[src/rtl/seq_shift_add_multiplier_if.sv]
`default_nettype none
// ============================================================================
// Module      : seq_shift_add_multiplier_if
// Description : Start/busy/done handshake bundle for the shift-and-add
//               multiplier.
// Revision    : 1.0
// ============================================================================
interface seq_shift_add_multiplier_if #(
    parameter int A_WIDTH = 4,
    parameter int B_WIDTH = 4
);
    logic                       start;
    logic                       is_signed;
    logic [A_WIDTH-1:0]         a;
    logic [B_WIDTH-1:0]         b;
    logic                       busy;
    logic                       done;
    logic [A_WIDTH+B_WIDTH-1:0] product;

    modport master (
        output start, is_signed, a, b,
        input  busy, done, product
    );

    modport slave (
        input  start, is_signed, a, b,
        output busy, done, product
    );
endinterface
`default_nettype wire

[src/rtl/seq_shift_add_multiplier.sv]
`default_nettype none
// ============================================================================
// Module      : seq_shift_add_multiplier
// Description : Sequential shift-and-add multiplier, parametrised widths,
//               per-operation signed/unsigned mode, start/busy/done handshake.
// Revision    : 1.0
// ============================================================================
module seq_shift_add_multiplier #(
    parameter int A_WIDTH = 4,
    parameter int B_WIDTH = 4
) (
    input  wire logic               clk,
    input  wire logic               rst,
    seq_shift_add_multiplier_if.slave bus
);
    localparam int CNT_W = $clog2(B_WIDTH);
    localparam int P_W   = A_WIDTH + B_WIDTH;
    localparam logic [CNT_W-1:0] c_last = CNT_W'(B_WIDTH - 1);

    typedef enum logic [1:0] {
        S_IDLE = 2'd0,
        S_RUN  = 2'd1,
        S_FIX  = 2'd2
    } state_t;

    state_t             r_state;
    state_t             w_next;
    logic [A_WIDTH-1:0] r_ma;
    logic [B_WIDTH-1:0] r_mb;
    logic [A_WIDTH-1:0] r_acc;
    logic               r_neg;
    logic [CNT_W-1:0]   r_count;
    logic               r_done;
    logic [P_W-1:0]     r_product;

    logic               w_a_neg;
    logic               w_b_neg;
    logic [A_WIDTH-1:0] w_a_mag;
    logic [B_WIDTH-1:0] w_b_mag;
    logic [A_WIDTH:0]   w_sum;
    logic [P_W-1:0]     w_full;
    logic [P_W-1:0]     w_product;

    // Most negative input negates to itself, which read unsigned is its magnitude.
    assign w_a_neg   = bus.is_signed & bus.a[A_WIDTH-1];
    assign w_b_neg   = bus.is_signed & bus.b[B_WIDTH-1];
    assign w_a_mag   = w_a_neg ? -bus.a : bus.a;
    assign w_b_mag   = w_b_neg ? -bus.b : bus.b;

    assign w_sum     = {1'b0, r_acc} + {1'b0, (r_mb[0] ? r_ma : {A_WIDTH{1'b0}})};
    // Multiplier bits have been shifted out; r_mb now holds the product LSBs.
    assign w_full    = {r_acc, r_mb};
    assign w_product = r_neg ? -w_full : w_full;

    always_ff @(posedge clk or posedge rst) begin
        if (rst) begin
            r_state <= S_IDLE;
        end else begin
            r_state <= w_next;
        end
    end

    always_comb begin
        w_next = r_state;
        case (r_state)
            S_IDLE:  if (bus.start) w_next = S_RUN;
            S_RUN:   if (r_count == c_last) w_next = S_FIX;
            S_FIX:   w_next = S_IDLE;
            default: w_next = S_IDLE;
        endcase
    end

    always_ff @(posedge clk or posedge rst) begin
        if (rst) begin
            r_ma      <= '0;
            r_mb      <= '0;
            r_acc     <= '0;
            r_neg     <= 1'b0;
            r_count   <= '0;
            r_done    <= 1'b0;
            r_product <= '0;
        end else begin
            r_done <= 1'b0;
            case (r_state)
                S_IDLE: begin
                    if (bus.start) begin
                        r_ma    <= w_a_mag;
                        r_mb    <= w_b_mag;
                        r_neg   <= w_a_neg ^ w_b_neg;
                        r_acc   <= '0;
                        r_count <= '0;
                    end
                end
                S_RUN: begin
                    r_acc   <= w_sum[A_WIDTH:1];
                    r_mb    <= {w_sum[0], r_mb[B_WIDTH-1:1]};
                    r_count <= r_count + CNT_W'(1);
                end
                S_FIX: begin
                    r_product <= w_product;
                    r_done    <= 1'b1;
                end
                default: ;
            endcase
        end
    end

    assign bus.busy    = (r_state != S_IDLE);
    assign bus.done    = r_done;
    assign bus.product = r_product;
endmodule
`default_nettype wire

[src/flat_wrapper.sv]
// flat-port wrapper written by rule: the top's interface ports become plain ports
module seq_shift_add_multiplier_flat 
#(
    parameter int A_WIDTH = 4,
    parameter int B_WIDTH = 4
)
  (clk, rst, bus_start, bus_is_signed, bus_a, bus_b, bus_busy, bus_done, bus_product);
  seq_shift_add_multiplier_if #(.A_WIDTH(A_WIDTH), .B_WIDTH(B_WIDTH)) bus_i ();
  input  wire logic clk;
  input  wire logic rst;
  input wire logic [$bits(bus_i.start)-1:0] bus_start;
  input wire logic [$bits(bus_i.is_signed)-1:0] bus_is_signed;
  input wire logic [$bits(bus_i.a)-1:0] bus_a;
  input wire logic [$bits(bus_i.b)-1:0] bus_b;
  output wire logic [$bits(bus_i.busy)-1:0] bus_busy;
  output wire logic [$bits(bus_i.done)-1:0] bus_done;
  output wire logic [$bits(bus_i.product)-1:0] bus_product;
  assign bus_i.start = bus_start;
  assign bus_i.is_signed = bus_is_signed;
  assign bus_i.a = bus_a;
  assign bus_i.b = bus_b;
  assign bus_busy = bus_i.busy;
  assign bus_done = bus_i.done;
  assign bus_product = bus_i.product;
  seq_shift_add_multiplier #(.A_WIDTH(A_WIDTH), .B_WIDTH(B_WIDTH)) u_core (.clk(clk), .rst(rst), .bus(bus_i));
endmodule
[config.mk]
export PLATFORM = sky130hd
export DESIGN_NAME = seq_shift_add_multiplier_flat
export DESIGN_NICKNAME = d
export VERILOG_FILES = /design/src/rtl/seq_shift_add_multiplier_if.sv /design/src/rtl/seq_shift_add_multiplier.sv /design/src/flat_wrapper.sv
export SDC_FILE = /design/constraint.sdc
export NUM_CORES = 1
export LEC_CHECK = 0
export ABC_AREA = 0
export CAP_MARGIN = 0
export CORE_MARGIN = 4
export CORE_UTILIZATION = 52
export CTS_CLUSTER_DIAMETER = 50
export CTS_CLUSTER_SIZE = 20
export DETAILED_ROUTE_END_ITERATION = 16
export PLACE_DENSITY = 0.78
export SYNTH_ARGS = -nofsm -noshare
export SYNTH_HDL_FRONTEND = slang
export SYNTH_SLANG_ARGS = --single-unit
[constraint.sdc]
create_clock -name clk -period 1.76 [get_ports clk]
set_input_delay 0.264 -clock clk [delete_from_list [all_inputs] [get_ports clk]]
set_output_delay 0.264 -clock clk [all_outputs]
set_load 0.005 [all_outputs]
==> results.yml <==
global_route:
  antenna_found_initial: 0
  globalRouteMet2Util_pct: 28.09
  grtUsageTotal_pct: 15.65
  grt_pass1_wl_mm: 4.181
  grt.overflow.total: 0
  busiest_layer: "met2"
  met1_usage_pct: 17.16
  grtUsageMet3_pct: 3.024
  grt_max_degree: 27
  grt_pass1_vias: 986
final_layout:
  final_common_cell: "dfrtp_1"
  fin_nets: 194
  multi_input_comb_area_um2: 695.7
  final_area_mm2: 0.001709
  fillers: 219
  mostFrequentLayoutCells: "26 x dfrtp_1, 21 x nand2_1, 20 x clkdlybuf4s50_1"
  n_antenna_cell: 0
  drive_gt1_share_pct: 7.602
  fin_util_pct: 67.76
  regArea_um2: 650.6
  area_growth_pct: 21.10
hold_path:
  holdCritPathClass: "primary input to asynchronous set/reset pin"
setup_path:
  crit_slowest_cell: "dfrtp_1"
  cp-start-kind: "register"
  worstPathRequired_ns: 1.97
  max_stage_delay_ns: 0.45
  arrival_ns: 1.83
  path_cells: "nand2_1 > inv_1 > ha_1 > a21o_1 > a21oi_1 > xor2_1 > o21ai_1"
  critPathMaxFanout: 6
  path_class: "register to register"
  end_kind: "register"
floorplanning:
  fp.dieArea_mm2: 0.003611
  io_pins: 22
  coreArea_mm2: 0.002522
  num_rows: 18
  die_height_um: 60.10
  die_x_um: 60.10
  start_util_pct: 55.95
power_and_ir_drop:
  pwr_density_cell_mw_per_mm2: 1601
  irDropWorstVdd_mv: 0.9914
  p_leak_nw: 0.8091
clock_network:
  clock_path_buffers: 2
  clock-sinks: 26
  cts_tree: "done"
  cts-root-buf: "clkbuf_4"
  clkLatencyLatePin_ns: 0.31
  clkTransAtPathRegs_ns: 0.13
  h-tree-depth: 1
  cts_buffers: 3
synthesis:
  yosysWarnings: 0
  syn_inst: 146
  avgSynthCellArea_um2: 9.667
  synth.area.top_cells: "dfrtp_1 46%, ha_1 7.1%, o21ai_1 6.0%, nand2_1 5.6%, xor2_1 3.7%"
  yosysTopAreaCell: "dfrtp_1"
  synth-edff-count: 0
  syn_nets: 167
  ys_types: 31
  netlist_area_mm2: 0.001411
  synthArstFlopShare_pct: 100.0
  synth.top_cell.area_share_pct: 46.10
  ys_seq_area_share_pct: 46.10
  ys.flop_type: "dfrtp_1"
  synth-seq-cells: 26
drt:
  drc_errors: 0
  firstDrtPassIters: 4
  drt-initial-drc-count: 30
  route.antenna.remaining_nets: 0
  wirelength_mm: 2.563
  drt-wirelength-per-cell_um: 12.75
  vias: 1058
  vias_per_cell: 5.264
job:
  drv_cap: 0
sta:
  skew_ns: 0.002813
  rsz0062_at_grt: "false"
  slew_viol_final: 0
  tightest_slew_ns: 0.5204
  setup_viol: 0
  hold_viol: 0
  fin_ws_ns: 0.1432
  min_period_ns: 1.617
  relSlewSlack_pct: 65.31
  tns_ns: 0
  max_freq_mhz: 618.5
  fin_crit_sh_pct: 91.86
place:
  place_ws_ns: 0.02880
  port_buffers: 21
  hpwl_mm: 2.041
  placed_area_mm2: 0.001669
  gp_congestion: 0.7494
status:
  status: "complete, no violations"
[synthesized netlist by cell type, types with 3 or more instances]
library cell  instances
nor2_1                3
xor2_1                6
nand3_1               4
dfrtp_1              26
inv_1                12
ha_1                  8
nand2_1              21
mux2i_1               3
a21oi_1               4
xnor2_1               5
clkbuf_1              4
and2_1                5
nor2b_1               3
o21ai_0               6
o21ai_1              17
[worst paths after layout]
kind,depth (start not counted),endpoint,start,slack (ns)
worst max-delay path,7,u_core.r_acc[2],u_core.r_mb[0],0.14
worst min-delay path,3,u_core.bus.product[4],rst,0.29
worst max register to register,7,u_core.r_acc[2],u_core.r_mb[0],0.14
worst min register to register,2,u_core.r_ma[3],u_core.r_ma[3],0.49
max in group asynchronous,3,u_core.r_mb[3],rst,1.23
min in group clk,2,u_core.r_ma[3],u_core.r_ma[3],0.49
[state kept, by name, summed over array words and instances (netlist names)]
| name | flops |
|---|---|
| u_core.r_acc | 4 |
| u_core.r_mb | 4 |
| u_core.r_neg | 1 |
| u_core.bus.done | 1 |
| u_core.r_count | 2 |
| u_core.r_state | 2 |
| u_core.r_ma | 4 |
| u_core.bus.product | 8 |
[timing repair]
action,CTS,global route
setup buffers,0,2
gates resized for setup,0,1
hold buffers,0,0
endpoints found under the setup margin,0,1
[power by group]
group          switching (mW)  total, mW  internal [mW]
Clock                   0.160      0.240         0.0799
Sequential              0.237       1.11          0.872
Combinational           0.660       1.39          0.727
Total                    1.06       2.74           1.68
[routing by layer]
layer | wire (um) | share of wire (%)
met1 | 1031 | 40
met2 | 1289 | 50
met3 | 176 | 6.9
met4 | 66 | 2.6
met5 | 0 | 0
[cell type report]
cell class                 instances  share of cell area [%]
multi-input combinational        103                   40.70
sequential                        26                   38.07
timing repair buffer              27                   15.08
clock buffer                       3                   1.318
inverter                          12                   2.635
tap                               30                   2.196
[stage by stage]
step                      power [mW]  hold slack [ns]  std cells
after global placement         2.427           0.4603        196
after CTS                      2.757           0.2990        199
after detailed placement       2.514           0.4699        196
after global routing           2.986           0.3272        201
final                          2.736           0.2917        201
after floorplan                2.013           0.3040        146
[logic make-up (layout without fill, tap and decap cells)]
logic type	Yosys count	count (layout)	share of synthesized area, %
buffers and inverters	17	42	4.609
AOI/OAI and AO/OA	37	37	16.76
and+or+nand+nor	43	43	15.07
adders and majority gates	9	9	8.511
xor gates and xnor gates	11	11	6.826
muxes	3	3	2.128
DFF	26	26	46.10
[critical path: cells and delay by family, from the launching register on]
kind / cells / cell delay [ns]
fa+ha+maj: 1 / 0.28
xor+xnor: 1 / 0.16
buf+inv: 1 / 0.05
compound gates: 3 / 0.46
flops: 1 / 0.45
simple gates: 1 / 0.12
Note: power is estimated with default switching activity, not from simulation.
